File: src/rtl/uart_rx_dma.sv
// UART receive-to-memory sequencer: polls the UART, packs four bytes little-endian
// into a word, writes each word to memory and interrupts after COUNT words.
//
// state   | meaning
// --------+---------------------------------------------------------------
// IDLE    | wait for a CTRL start
// POLL    | read UART status until i_uart_ready
// GAP_P   | request low one cycle; branch on the latched empty flag
// WAIT    | FIFO was empty; count PRESCALE_POLL cycles before the next poll
// READ    | read one data byte into lane idx
// GAP_R   | request low one cycle; next byte or write the packed word
// WRITE   | memory write until i_bus_ready; advance pointer and progress
// DONE    | clear busy, set done, finish the interrupt pulse
module uart_rx_dma #(
  parameter int PRESCALE_POLL = 16
) (
  input  logic        i_clock,
  input  logic        i_reset,
  input  logic        i_request,
  input  logic        i_rw,
  input  logic [1:0]  i_address,
  input  logic [31:0] i_wdata,
  output logic [31:0] o_rdata,
  output logic        o_ready,
  output logic        o_interrupt,
  output logic        o_uart_request,
  output logic [1:0]  o_uart_address,
  input  logic [31:0] i_uart_rdata,
  input  logic        i_uart_ready,
  output logic        o_bus_request,
  output logic [31:0] o_bus_address,
  output logic [31:0] o_bus_wdata,
  input  logic        i_bus_ready
);

  localparam int CW = (PRESCALE_POLL > 1) ? $clog2(PRESCALE_POLL) : 1;
  localparam logic [CW-1:0] WAIT_LOAD = CW'(PRESCALE_POLL - 1);

  typedef enum logic [2:0] {
    S_IDLE, S_POLL, S_GAP_P, S_WAIT, S_READ, S_GAP_R, S_WRITE, S_DONE
  } state_t;

  state_t        state;
  logic [31:0]   base_reg;
  logic [15:0]   count_reg;
  logic [15:0]   progress;
  logic          busy;
  logic          done;
  logic [31:0]   addr_ptr;
  logic [1:0]    idx;
  logic [31:0]   word_buf;
  logic          empty_flag;
  logic [CW-1:0] wait_cnt;

  logic wr_en;
  logic start;
  logic unused_rdata;

  assign wr_en        = i_request && i_rw && !busy;
  assign start        = wr_en && (i_address == 2'd2) && i_wdata[0];
  assign o_ready      = i_request;
  assign unused_rdata = &{1'b0, i_uart_rdata[31:8]};

  always_comb begin
    o_rdata = 32'd0;
    case (i_address)
      2'd0: o_rdata = base_reg;
      2'd1: o_rdata = {16'd0, count_reg};
      2'd2: o_rdata = {29'd0, done, busy, 1'b0};
      2'd3: o_rdata = {16'd0, progress};
      default: o_rdata = 32'd0;
    endcase
  end

  always_ff @(posedge i_clock) begin
    if (i_reset) begin
      state          <= S_IDLE;
      base_reg       <= 32'd0;
      count_reg      <= 16'd0;
      progress       <= 16'd0;
      busy           <= 1'b0;
      done           <= 1'b0;
      addr_ptr       <= 32'd0;
      idx            <= 2'd0;
      word_buf       <= 32'd0;
      empty_flag     <= 1'b0;
      wait_cnt       <= '0;
      o_interrupt    <= 1'b0;
      o_uart_request <= 1'b0;
      o_uart_address <= 2'd0;
      o_bus_request  <= 1'b0;
      o_bus_address  <= 32'd0;
      o_bus_wdata    <= 32'd0;
    end else begin
      if (wr_en && i_address == 2'd0) base_reg <= {i_wdata[31:2], 2'b00};
      if (wr_en && i_address == 2'd1) count_reg <= i_wdata[15:0];
      o_interrupt <= 1'b0;

      case (state)
        S_IDLE: begin
          if (start) begin
            busy     <= 1'b1;
            done     <= 1'b0;
            progress <= 16'd0;
            addr_ptr <= base_reg;
            idx      <= 2'd0;
            if (count_reg == 16'd0) begin
              state <= S_DONE;
            end else begin
              o_uart_request <= 1'b1;
              o_uart_address <= 2'd1;
              state          <= S_POLL;
            end
          end
        end
        S_POLL: begin
          if (i_uart_ready) begin
            o_uart_request <= 1'b0;
            empty_flag     <= i_uart_rdata[1];
            state          <= S_GAP_P;
          end
        end
        S_GAP_P: begin
          if (empty_flag) begin
            wait_cnt <= WAIT_LOAD;
            state    <= S_WAIT;
          end else begin
            o_uart_request <= 1'b1;
            o_uart_address <= 2'd0;
            state          <= S_READ;
          end
        end
        S_WAIT: begin
          if (wait_cnt == '0) begin
            o_uart_request <= 1'b1;
            o_uart_address <= 2'd1;
            state          <= S_POLL;
          end else begin
            wait_cnt <= wait_cnt - 1'b1;
          end
        end
        S_READ: begin
          if (i_uart_ready) begin
            o_uart_request               <= 1'b0;
            word_buf[{idx, 3'b000} +: 8] <= i_uart_rdata[7:0];
            state                        <= S_GAP_R;
          end
        end
        S_GAP_R: begin
          if (idx == 2'd3) begin
            idx           <= 2'd0;
            o_bus_request <= 1'b1;
            o_bus_address <= addr_ptr;
            o_bus_wdata   <= word_buf;
            state         <= S_WRITE;
          end else begin
            idx            <= idx + 2'd1;
            o_uart_request <= 1'b1;
            o_uart_address <= 2'd1;
            state          <= S_POLL;
          end
        end
        S_WRITE: begin
          if (i_bus_ready) begin
            o_bus_request <= 1'b0;
            addr_ptr      <= addr_ptr + 32'd4;
            progress      <= progress + 16'd1;
            // Interrupt goes out alongside the last write's completion.
            if (progress + 16'd1 == count_reg) begin
              o_interrupt <= 1'b1;
              state       <= S_DONE;
            end else begin
              o_uart_request <= 1'b1;
              o_uart_address <= 2'd1;
              state          <= S_POLL;
            end
          end
        end
        S_DONE: begin
          busy  <= 1'b0;
          done  <= 1'b1;
          // A zero-length transfer has not pulsed yet, so it pulses on leaving DONE.
          o_interrupt <= (count_reg == 16'd0);
          state       <= S_IDLE;
        end
        default: state <= S_IDLE;
      endcase
    end
  end

endmodule
File: config.mk
export PLATFORM = sky130hd
export DESIGN_NAME = uart_rx_dma
export DESIGN_NICKNAME = d
export VERILOG_FILES = /design/src/rtl/uart_rx_dma.sv
export SDC_FILE = /design/constraint.sdc
export NUM_CORES = 1
export LEC_CHECK = 0
export ABC_AREA = 1
export BUFFER_PORTS_ARGS = -buffer_cell sky130_fd_sc_hd__buf_2
export CORE_MARGIN = 4
export CORE_UTILIZATION = 51
export CTS_CLUSTER_DIAMETER = 40
export DETAILED_ROUTE_END_ITERATION = 8
export GPL_TIMING_DRIVEN = 0
export PLACE_DENSITY = 0.88
export RECOVER_POWER = 100
export SLEW_MARGIN = 20
export SYNTH_ARGS = -nofsm -noshare
export SYNTH_HDL_FRONTEND = slang
export SYNTH_SLANG_ARGS = --single-unit
File: constraint.sdc
create_clock -name i_clock -period 1.8 [get_ports i_clock]
set_input_delay 0.36 -clock i_clock [delete_from_list [all_inputs] [get_ports i_clock]]
set_output_delay 0.36 -clock i_clock [all_outputs]
set_load 0.01 [all_outputs]
== Word level (Yosys, flattened, before mapping) ==
Index checks and enable logic that the tools add are counted.

* Output and inout port bits: 102
* Register bits after elaboration: 207
* Bits of input ports: 72
* Word-level logic and storage cells: 130

* Shifts and indexed selects: 2
* Muxes and demuxes: 51
* Reduce and logical (&&, ||, !) cells: 30
* Add/subtract/negate cells: 5
* Eq/ne operators: 25

{| class="wikitable"
|+ Operator list
! operator !! count
|-
| 32-bit one-hot mux with 4 select lines || 1
|-
| 32-bit 2-to-1 mux || 2
|-
| 32-bit one-hot mux with 2 select lines || 1
|-
| 32-bit by 3-bit adder with 32-bit output (second input constant) || 1
|-
| 32-bit bitwise mux || 1
|-
| 16-bit 2-to-1 mux || 2
|-
| 16-bit one-hot mux with 2 select lines || 1
|-
| 8-bit by 7-bit variable shift with 32-bit output (first input constant) || 1
|-
| 8-bit by 7-bit variable part select with 32-bit output || 1
|-
| 3-bit 2-to-1 mux || 9
|-
| 2-bit != test (second input constant) || 12
|-
| 3-bit one-hot mux with 8 select lines || 1
|-
| 2-bit 2-to-1 mux || 9
|-
| 16-bit by 1-bit adder with 16-bit output (second input constant) || 1
|-
| 16-bit == test || 1
|-
| 16-bit logical NOT || 1
|-
| 1-bit 2-to-1 mux || 14
|-
| 3-bit == test (second input constant) || 4
|-
| 2-bit one-hot mux with 5 select lines || 1
|-
| 2-bit AND reduction || 5
|-
| 2-bit nonzero test || 5
|-
| 3-bit AND reduction || 3
|-
| 9-bit AND reduction || 1
|-
| 4-bit 2-to-1 mux || 2
|-
| 22 further kinds || 33
|}

== Longest topological paths before layout ==
Gate-level depths: netlist of run 1.

* Depth after elaboration: 6
* Mapped depth: 16
* Gate-level depth less buffers: 16

== Worst setup path after synthesis of run 1 ==
Ideal clock, no wire load.

* Path kind: register to register
* From: reg idx[0]
* To: reg word_buf[7]
* Cell stages (with the launch flop): 8
* Library setup time: 71 ps
* Clock period less this slack: 1927 ps
* Path slack: -127 ps
* Buffers on the path: 1
* Required time: 1729 ps
* Arrival: 1856 ps
* Cells stage by stage: dfxtp_1 > clkbuf_1 > inv_1 > ha_1 > inv_1 > nand2_1 > or4_1 > a21oi_1

* Word-level cells in the longest chain between the ends: 3
* Elaborated cells between the ends (all ways): 4
* Classes of those cells: add/sub (1); shift (2); mux (1)

{| class="wikitable"
|+ Ends and longest elaborated chain
! element !! line !! text
|-
| start: declaration || 50 || <nowiki>logic [1:0] idx;</nowiki>
|-
| start signal: assignment || 157 || <nowiki>idx <= idx + 2'd1;</nowiki>
|-
| 5-bit negation with 7-bit output (*) || 145 || <nowiki>word_buf[{idx, 3'b000} +: 8] <= i_uart_rdata[7:0];</nowiki>
|-
| 8-bit by 7-bit variable part select with 32-bit output / 8-bit by 7-bit variable shift with 32-bit output (equally long branches) || 145 ||
|-
| 32-bit bitwise mux (*) || 145 ||
|-
| end signal: indexed assignment || 145 ||
|-
| end: declaration || 51 || <nowiki>logic [31:0] word_buf;</nowiki>
|}

Every way passes the cells marked *; elsewhere a longest branch is shown, timed or not.
A chain may end at the register's enable or synchronous reset.

== Worst setup path in the final report of run 1 ==
* From: reg progress[0]
* To: reg o_uart_request

* Word-level cells in the longest chain between the ends: 4

{| class="wikitable"
|+ Ends and longest elaborated chain
! element !! line !! text
|-
| start: declaration || 46 || <nowiki>logic [15:0] progress;</nowiki>
|-
| start signal: assignment || 167 || <nowiki>progress <= progress + 16'd1;</nowiki>
|-
| 16-bit by 1-bit adder with 16-bit output || 169 || <nowiki>if (progress + 16'd1 == count_reg) begin</nowiki>
|-
| 16-bit == test || 169 ||
|-
| 2-bit != test (no line) || -- ||
|-
| 9-bit AND reduction (no line) || -- ||
|-
| end signal: assignment || 144 || <nowiki>o_uart_request <= 1'b0;</nowiki>
|-
| end signal: assignment || 158 || <nowiki>o_uart_request <= 1'b1;</nowiki>
|-
| end signal: assignment || 173 || <nowiki>o_uart_request <= 1'b1;</nowiki>
|-
| end: declaration || 26 || <nowiki>output logic o_uart_request,</nowiki>
|}

No other way between the ends.

==> key figures, run 1 <==
Status
  • Status: finished, violations left
  • Violated checks: negative setup slack

Critical path
  • Crit-path slowest cell: dfxtp_4
  • CP max stage delay: just under 0.4 ns
  • Critical Path AT: 2.53 ns
  • Type of destination of the critical path: register
  • Crit Path Max Fanout: 7
  • Family with the most delay on the worst path: simple AND/OR/NAND/NOR gates
  • Worst Path Required: 2.27 ns
  • Startpoint types: register
  • Critical path cell sequence: ha_4 -> nand2_4 -> nor2_8 -> buf_6 -> nand3_2 -> nand3_1 -> nand3_1 -> nor2_1 -> nand2_1 -> nor2_4 -> nand2_4 -> nand4_1 -> nand2_1 -> nor2_2
  • CP Class: reg2reg
  • Crit path buf inv count: 1

CTS
  • CTS Root Cell: clkbuf_16
  • Reg clk slew, reported paths: 0.06 ns
  • CTS max path bufs: 3
  • Max H-tree Level: 1
  • Total CTS buffers: 28
  • CTS tree: built
  • Worst-skew pair later-pin latency: roughly 0.54 ns
  • Clock sink count: roughly 200

Synthesis
  • Synth cell types: 48
  • Yosys warns: 0
  • Yosys reg bits: 202
  • Synth Flop Type: dfxtp_1
  • Count leader, synth: nand2_1
  • Leading area contributor after synthesis: dfxtp_1
  • Top post-synthesis cells by count: nand2_1, nor2_1, dfxtp_1
  • Mapped cell area: 9850 um^2
  • Yosys top cell area share: 0.410
  • Post-synth EDFFs: 0
  • Synth area leaders: dfxtp_1, nand2_1, nor2_1, o21ai_0, a21oi_1
  • Share of synthesized registers carrying an async set or reset: 0
  • Cells after Synth: around 1400
  • Sequential share of the synthesized area: 0.410
  • Syn Area/Cell: 6.91 um^2

Timing
  • Hold Vio Cnt, Final: 0
  • Max Fclk: ~490 MHz
  • RSZ-0062 raised after global routing: true
  • Tcrit/Tclk final: 1.14
  • Time the worst path needs with I/O delays and setup: roughly 2.1 ns
  • Final TNS setup: -4.42 ns
  • Fin Clk Skew: about 0.025 ns
  • Slew @ Worst Pin: ~0.76 ns
  • Final worst setup slack: -0.259 ns
  • Setup Viol. Count Final: between 60 and 70
  • Max_slew headroom: 0.491
  • Max-slew violation count: 0

Power
  • Leakage: between 5 and 6 nW
  • VDD IR max: between 0.7 and 0.8 mV
  • Net Sw Power: between 0.003 and 0.004 W
  • Pwr dens: approximately 980 nW/um^2
  • Pint: just under 0.009 W
  • Sw frac: 0.303
  • Overall power: between 0.01 and 0.015 W
  • Clk pwr share: 0.445
  • Sequential Power Share: 0.379
  • Gate power share: 0.177

Global routing
  • First-pass GRT wire length: between 50 and 60 mm
  • GR met1 Demand/Resource: 0.403
  • Largest net degree at the start of global routing: 14
  • GR Util met2: 0.528
  • Met3 usage in global routing: 0.0543
  • GRT Max-Usage Layer: met2
  • Tot GR Track Use: 0.317
  • Initial antenna violation count: 0
  • Total gr overflow: 0
  • Vias in the first global route: ~11000

Finish
  • N_diodes: 0
  • Net count, final: roughly 1700
  • P&R area growth vs syn: 33.3%
  • Share of cells above drive strength 1: 0.260
  • Sequential cell area: between 4000 and 5000 um^2
  • Non-filler cells, final: about 1900
  • Top flop regs: o_bus_wdata x32, word_buf x32
  • Multi-input logic area: roughly 5600 um^2
  • # fillers: 1480

Placed design
  • Placed cells: between 1500 and 2000
  • Final HPWL DP: 24.8 mm
  • GPL Wtd Cong: 0.999
  • Port Buf Inserts: about 150

Drt
  • DRC errors left: 0
  • Vias/cell: 6.01
  • DRT Pass-1 Iters: 5
  • Initial drt markers: about 1300
  • Vias after detailed routing: roughly 12000
  • WL per Instance: between 15 and 20 um
  • Final antenna-violating net count: 0
  • WL final: 38.6 mm

Job
  • Max-cap viol count: 0

Floorplan
  • Cell row count: 50
  • Die width: 147 um
  • Starting Density: 0.523
  • Core Area: around 19000 um^2
  • Die H: 147 um
  • Io pins: roughly 170
  • Die Area: 21600 um^2

Hold path
  • Worst hold path type: in2reg
-- cell usage in the layout, fill, tap and decap left out, types with 10 or more instances in the layout --
master	n
nand4_1	21
dfxtp_4	14
buf_4	60
nand3_1	59
dfxtp_1	168
nor2_4	21
clkbuf_1	104
or3_1	10
nand3_2	22
clkbuf_2	13
inv_1	120
a21oi_2	12
nor2_1	184
dfxtp_2	20
clkbuf_16	30
inv_2	15
a21oi_1	129
o21ai_0	139
nand2_2	32
nor2_2	13
buf_6	10
nor3_2	10
buf_2	83
nand2_1	224
-- per-stage QoR --
step	instance area (um^2)	utilization	hold WS (ns)	setup slack (ns)
global placement	10900	0.580	0.440	-0.685
CTS	12600	0.669	0.0521	-0.177
global route	13100	0.698	0.0636	-0.316
detailed placement	10900	0.580	0.458	-0.725
finish	13100	0.698	0.0503	-0.259
floorplan	9870	-	0.441	-0.00839
-- metal layers --
metal  vias up  part of all wire  routed length, um
li1       5193                 -                  -
met1      5353              0.37              14200
met2       874              0.45              17500
met3       246              0.11               4280
met4         0             0.067               2600
met5         -                 0                  0
-- final cells by class --
class | count | area share
inverter | 142 | 0.0421
buffer | 73 | 0.0351
tap | 260 | 0.0248
sequential | 202 | 0.314
clock inverter | 16 | 0.0149
clock buffer | 36 | 0.0588
timing repair buffer | 204 | 0.0846
multi-input combinational | 1007 | 0.426
-- power groups by stage --
stage	Combinational [W]	Sequential (W)	Clock (W)
3_5_place_dp	0.00167	0.00490	0
6_report	0.00227	0.00486	0.00571
3_3_place_gp	0.00165	0.00490	0
4_1_cts	0.00190	0.00482	0.00566
5_1_grt	0.00242	0.00487	0.00591
2_1_floorplan	0.00116	0.00486	0
-- what timing repair did --
item                                    CTS  global route
hold buffers                              0             0
gates resized for setup                 158           153
buffers inserted                         36            24
endpoints found under the setup margin  203           173
pin swaps                                27            47
cloned                                    0             1
-- logic make-up after synthesis --
logic type / after synthesis / synth area share
simple gates: 648 / 0.294
compound gates: 336 / 0.184
buf+inv: 219 / 0.0877
flops: 202 / 0.410
xor+xnor: 11 / 0.0113
fa+ha+maj: 9 / 0.0114
other cells: 1 / 0.000381
-- path summary, 6_finish.rpt --
path / startpoint / endpoint / slack [ns] / cells after the start
setup / recovery: progress[0] / o_uart_request / -0.26 / 14
hold / removal: i_uart_ready / empty_flag / 0.05 / 2
setup reg to reg: progress[0] / o_uart_request / -0.26 / 14
hold reg to reg: o_uart_address[0] / o_uart_address[0] / 0.46 / 2
No activity file was read; power rests on OpenSTA's default activity.
==> inputs of run 2 (changes only) <==
--- a/config.mk
+++ b/config.mk
@@ -14,3 +14,3 @@
 export GPL_TIMING_DRIVEN = 0
-export PLACE_DENSITY = 0.88
+export PLACE_DENSITY = 0.77
 export RECOVER_POWER = 100
==> constraint.sdc (replaced) <==
create_clock -name i_clock -period 1.8 [get_ports i_clock]
set_input_delay 0 -clock i_clock [delete_from_list [all_inputs] [get_ports i_clock]]
set_output_delay 0 -clock i_clock [all_outputs]
set_load 0.01 [all_outputs]
==> run 2 against run 1 <==
The run still ends with negative setup slack left. Register-to-register slack better by 0.06 ns. Final area grew 3.7%. Combinational power increased by 3%. Sequential power barely moved. Core utilization increased by 2.6 points.
==> key figures, run 2 (same netlist as run 1, synthesis figures left out) <==
Timing
  • RSZ-0062 raised after global routing: true
  • Max-slew violation count: 0 (unchanged)
  • Hold WS: 0.240 ns (+0.190 ns)
  • Max_slew headroom: 0.397 (-0.0936)
  • Slew @ Worst Pin: 0.905 ns (+0.140 ns)
  • Fin Clk Skew: 0.0136 ns (-0.0118 ns)
  • Time the worst path needs with I/O delays and setup: 2.00 ns (-0.0627 ns)
  • Final worst setup slack: -0.196 ns (+0.0627 ns)
  • Setup Viol. Count Final: 162 (+160%)
  • Max Fclk: 501 MHz (+3.1%)
  • Hold Vio Cnt, Final: 0 (unchanged)
  • Tcrit/Tclk final: 1.11 (-0.0348)
  • Final TNS setup: -12.48 ns (-8.07 ns)

Finish
  • Commonest non-fill, non-tap cell in the layout: nand2_1
  • Non-filler cells, final: 1992 (+2.7%)
  • # fillers: 1474 (-0.41%)
  • P&R area growth vs syn: 38.2%
  • Share of cells above drive strength 1: 0.248 (-0.0124)
  • Final Cell Area: 13600 um^2 (+3.7%)
  • Net count, final: 1791 (+3.0%)
  • Most frequent cells in the layout: nand2_1, nor2_1, dfxtp_1
  • Top flop regs: o_bus_wdata x32, word_buf x32
  • N_diodes: 0 (unchanged)
  • Multi-input logic area: 5650 um^2 (+1.0%)
  • Sequential cell area: 4110 um^2 (-0.21%)

Drt
  • DRC errors left: 0 (unchanged)
  • WL per Instance: 19.4 um (-2.2%)
  • Vias after detailed routing: 11554 (-0.96%)
  • Vias/cell: 5.80 (-3.5%)
  • DRT Pass-1 Iters: 8 (+3)
  • Initial drt markers: 1218 (-7.3%)
  • Final antenna-violating net count: 0 (unchanged)
  • WL final: 38.7 mm (+0.39%)

CTS
  • Max H-tree Level: 1 (unchanged)
  • CTS max path bufs: 3 (unchanged)
  • CTS Root Cell: clkbuf_16
  • Reg clk slew, reported paths: 0.06 ns (about the same)
  • CTS tree: built
  • Worst-skew pair later-pin latency: 0.54 ns (about the same)
  • Total CTS buffers: 28 (unchanged)
  • Clock sink count: 202 (unchanged)

Floorplan
  • Core Area: 18800 um^2 (unchanged)
  • Io pins: 174 (unchanged)
  • Cell row count: 50 (unchanged)
  • Die H: 147 um (unchanged)
  • Die Area: 21600 um^2 (unchanged)
  • Die width: 147 um (unchanged)
  • Starting Density: 0.523 (unchanged)

Hold path
  • Worst hold path type: in2reg

Placed design
  • Final HPWL DP: 24.9 mm (+0.34%)
  • Area of placed instances: 10900 um^2 (unchanged)
  • Port Buf Inserts: 145 (unchanged)
  • GPL Wtd Cong: 1.02 (+2.5%)
  • Placed cells: 1833 (unchanged)

Global routing
  • Vias in the first global route: 10437 (-2.8%)
  • First-pass GRT wire length: 55.4 mm (-1.2%)
  • Total gr overflow: 0 (unchanged)
  • Tot GR Track Use: 0.315 (-0.00188)
  • Initial antenna violation count: 0 (unchanged)
  • Largest net degree at the start of global routing: 15 (+1)

Critical path
  • Crit Path Max Fanout: 5 (-2)
  • Critical Path AT: 2.44 ns (-0.09 ns)
  • Worst Path Required: 2.24 ns (-0.03 ns)
  • Type of destination of the critical path: register
  • CP Class: reg2reg
  • Startpoint types: register

Power
  • VDD IR max: 0.836 mV (+8.3%)
  • Pwr dens: 921 nW/um^2 (-5.7%)
  • Leakage: 5.73 nW (+2.9%)

Status
  • Violated checks: negative setup slack
  • Status: finished, violations left

Job
  • Max-cap viol count: 0 (unchanged)
## run 2: changes by cell type in the layout (fill, tap and decap cells not counted), sizes merged
cell         before  now
buf             158  137
bufinv            3    0
clkbuf          155  176
clkinv            6   12
clkinvlp          4    5
dlygate4sd3       0   45
inv             145  147
nor2            220  221
## run 2: metrics by stage
stage	power, W	setup slack (ns)	util
2_1_floorplan	0.00603	-0.00839	-
3_3_place_gp	0.00656	-0.458	0.580
3_5_place_dp	0.00657	-0.462	0.580
4_1_cts	0.0120	-0.143	0.685
5_1_grt	0.0129	-0.315	0.723
6_report	0.0125	-0.196	0.723
## run 2: area by class of cell
cell class | count | share of cell area
Buffer | 74 | 0.0347
Clock buffer | 30 | 0.0527
Clock inverter | 22 | 0.0144
Inverter | 142 | 0.0402
Multi-Input combinational cell | 1008 | 0.415
Sequential cell | 202 | 0.302
Tap cell | 260 | 0.0239
Timing Repair Buffer | 254 | 0.117
## run 2: path summary, 6_finish.rpt
check / startpoint / end / slack (ns) / cells past startpoint
worst max-delay path: progress[0] / o_uart_request / -0.20 / 14
worst min-delay path: i_reset / word_buf[11] / 0.24 / 3
worst max register to register: progress[0] / o_uart_request / -0.20 / 14
worst min register to register: o_uart_address[0] / o_uart_address[0] / 0.46 / 2
## run 2: timing repair
item / in CTS / in global routing
hold buffers: 45 / 0
pin swaps: 26 / 54
gates cloned: 1 / 2
resized for setup: 131 / 199
endpoints found under the setup margin: 176 / 172
setup buffers: 32 / 31
endpoints found under the hold margin: 80 / 0
## run 2: report_power, final
group	switching, W	internal, W	leakage, nW
Combinational	0.00147	0.000873	3.64
Sequential	0.000191	0.00466	1.65
Clock	0.00235	0.00300	0.441
Total	0.00400	0.00854	5.73
## run 2: critical path: stages, from the launching register on
cell and delay, ns:
dfxtp_4 0.38, ha_4 0.19, nand3_2 0.13, nor2_4 0.17, nand4_1 0.20, nand3_2 0.16
nand2_1 0.07, nor2_2 0.07, nand2_1 0.08, nor2_2 0.10, nand2_2 0.12, nand3_2 0.08
nand2_1 0.06, inv_2 0.05, nor2_2 0.03
## run 2: metal layers
layer  part of all wire  GRT usage  wire (um)
met1               0.39      0.421      14900
met3               0.10     0.0423       3990
met5                  0          0          0
met2               0.46      0.510      17800
met4              0.052      0.140       2020
==> inputs of run 3 (changes only) <==
CELL_PAD_IN_SITES_DETAIL_PLACEMENT = 0   (was default)
CELL_PAD_IN_SITES_GLOBAL_PLACEMENT = 2   (was default)
CORE_UTILIZATION = 28   (was 51)
PLACE_DENSITY = 0.76   (was 0.77)
==> run 3 against run 2 <==
The run still ends with negative setup slack left. Clock power is 51% higher. Setup slack worse by 0.018 ns. Non-clock buffer count is 16 higher. Sequential power hardly changed. Critical path depth is 2 lower. Clock-buffer cell count is 23 higher. Power is 23% higher. Via count is 7.2% lower. First-iteration DRC count is 41% lower. Routed wire length is 6.0% higher. Cell count is 12% higher.
==> key figures, run 3 (same netlist as run 1, synthesis figures left out) <==
Status
  • Status: finished, violations left
  • Violated checks: negative setup slack

Global routing
  • Largest net degree at the start of global routing: 14 (-1)
  • Tot GR Track Use: 0.205 (-0.110)
  • Total gr overflow: 0 (unchanged)
  • Vias in the first global route: 10487 (+0.48%)
  • Initial antenna violation count: 0 (unchanged)
  • First-pass GRT wire length: 61.7 mm (+11%)

CTS
  • Worst-skew pair later-pin latency: 0.52 ns (-0.02 ns)
  • CTS Root Cell: clkbuf_16
  • CTS max path bufs: 3 (unchanged)
  • Max H-tree Level: 2 (+1)
  • Reg clk slew, reported paths: 0.04 ns (-0.02 ns)
  • CTS tree: built
  • Clock sink count: 202 (unchanged)
  • Total CTS buffers: 41 (+46%)

Floorplan
  • Io pins: 174 (unchanged)
  • Die Area: 38300 um^2 (+77%)
  • Starting Density: 0.285 (-0.239)
  • Die H: 196 um (+33%)
  • Cell row count: 68 (+36%)
  • Core Area: 34600 um^2 (+84%)
  • Die width: 196 um (+33%)

Critical path
  • Crit-path slowest cell: dfxtp_1
  • CP Class: reg2reg
  • Startpoint types: register
  • Type of destination of the critical path: register
  • R2R setup slack: -0.21 ns (-0.02 ns)
  • Critical Path AT: 2.44 ns (about the same)
  • Crit Path Max Fanout: 7 (+2)
  • Reg-to-Reg End: addr_ptr[5]
  • R2R cell count: 12 (-2)
  • CP max stage delay: 0.32 ns (-0.06 ns)
  • Critical path cell sequence: inv_4 -> nand3_1 -> nor2_2 -> nand2_2 -> nor3_4 -> inv_1 -> nand2_4 -> buf_12 -> clkbuf_16 -> buf_4 -> a21oi_2 -> a211oi_2
  • Worst Path Required: 2.23 ns (about the same)
  • Worst R2R Start: busy

Finish
  • Top flop regs: o_bus_wdata x32, word_buf x32
  • P&R area growth vs syn: 50.0%
  • Most frequent cells in the layout: nand2_1, dfxtp_1, nor2_1
  • Utilization after layout: 0.427 (-0.296)
  • Share of cells above drive strength 1: 0.276 (+0.0283)
  • Net count, final: 1819 (+1.6%)
  • N_diodes: 0 (unchanged)
  • Commonest non-fill, non-tap cell in the layout: nand2_1
  • Final Cell Area: 14800 um^2 (+8.5%)

Drt
  • WL per Instance: 18.5 um (-5.0%)
  • Initial drt markers: 717 (-41%)
  • DRC errors left: 0 (unchanged)
  • Final antenna-violating net count: 0 (unchanged)
  • DRT Pass-1 Iters: 5 (-3)
  • Vias/cell: 4.82 (-17%)
  • WL final: 41.0 mm (+6.0%)
  • Vias after detailed routing: 10722 (-7.2%)

Timing
  • Slew @ Worst Pin: 0.882 ns (-0.0224 ns)
  • Time the worst path needs with I/O delays and setup: 2.01 ns (+0.0183 ns)
  • RSZ-0062 raised after global routing: true
  • Max-slew violation count: 0 (unchanged)
  • Max Fclk: 496 MHz (-0.91%)
  • Setup Viol. Count Final: 103 (-36%)
  • Final worst setup slack: -0.215 ns (-0.0183 ns)
  • Hold Vio Cnt, Final: 0 (unchanged)
  • Tcrit/Tclk final: 1.12 (+0.0102)
  • Fin Clk Skew: 0.0224 ns (+0.00881 ns)
  • Max_slew headroom: 0.412 (+0.0149)
  • Hold WS: 0.191 ns (-0.0487 ns)

Placed design
  • Port Buf Inserts: 145 (unchanged)
  • Pre-CTS setup slack: -0.680 ns (-0.217 ns)
  • Area of placed instances: 11200 um^2 (+2.2%)
  • Final HPWL DP: 29.5 mm (+19%)
  • GPL Wtd Cong: 0.931 (-9.1%)

Job
  • Max-cap viol count: 0 (unchanged)

Hold path
  • Min-Delay Endpoint: base_reg[11]
  • Cells on Worst Hold Path: 5 (+2)
  • Worst hold path type: in2reg
  • Hold path startpoint: i_request

Power
  • Pwr dens: 1040 nW/um^2 (+13%)
  • VDD IR max: 0.665 mV (-20%)
  • Leakage: 6.14 nW (+7.1%)
run 3: how the worst max path moves through the flow:
stage | startpoint | endpoint | cells past startpoint | slack, ns
after CTS | progress[1] | o_interrupt | 12 | -0.19
after detailed placement | state[1] | addr_ptr[13] | 9 | -0.68
after floorplan | idx[0] | word_buf[7] | 7 | -0.008
after global routing | progress[0] | o_uart_request | 14 | -0.38
after global placement | state[1] | addr_ptr[13] | 9 | -0.68
final | busy | addr_ptr[5] | 12 | -0.21
run 3: area by class of cell:
type | instances | area, um^2
Clock inverter | 20 | 320
Timing Repair Buffer | 273 | 1780
Tap cell | 455 | 569
Sequential cell | 202 | 4130
Clock buffer | 53 | 1130
Buffer | 71 | 480
Fill cell | 3613 | 19900
Inverter | 142 | 563
Multi-Input combinational cell | 1007 | 5800
run 3: through the flow:
stage | total power (W) | cells | TNS [ns]
after floorplan | 0.00603 | 1428 | -0.0658
after global placement | 0.00666 | 2028 | -64.95
after detailed placement | 0.00666 | 2028 | -64.73
after CTS | 0.0151 | 2178 | -0.891
after global routing | 0.0160 | 2223 | -31.23
final | 0.0154 | 2223 | -11.27
run 3: routing by layer:
metal  up-vias  track usage  wire [um]
met5         -            0          0
met3        65       0.0336       2220
met4         0       0.0587        864
met1      4968        0.283      19200
li1       5384            -          -
met2       305        0.330      18800
run 3: worst max-delay path, delay by kind of cell (launching register included):
kind / cells / cell delay [ns]
AOI/OAI and AO/OA: 2 / 0.22
buffers and inverters: 5 / 0.58
DFF: 1 / 0.32
and+or+nand+nor: 5 / 0.81
run 3: repair_timing:
action                                  4_1_cts  5_1_grt
buffers inserted                             38       43
gates resized for setup                     173      217
endpoints found under the setup margin      174      145
endpoints found under the hold margin        80        0
cloned                                        0        5
pin swaps                                    36       63
hold buffers                                 43        0
run 3: report_power, final:
part	switching [W]	internal (W)	total (W)
Clock	0.00251	0.00555	0.00806
Combinational	0.00148	0.000958	0.00244
Sequential	0.000209	0.00467	0.00488
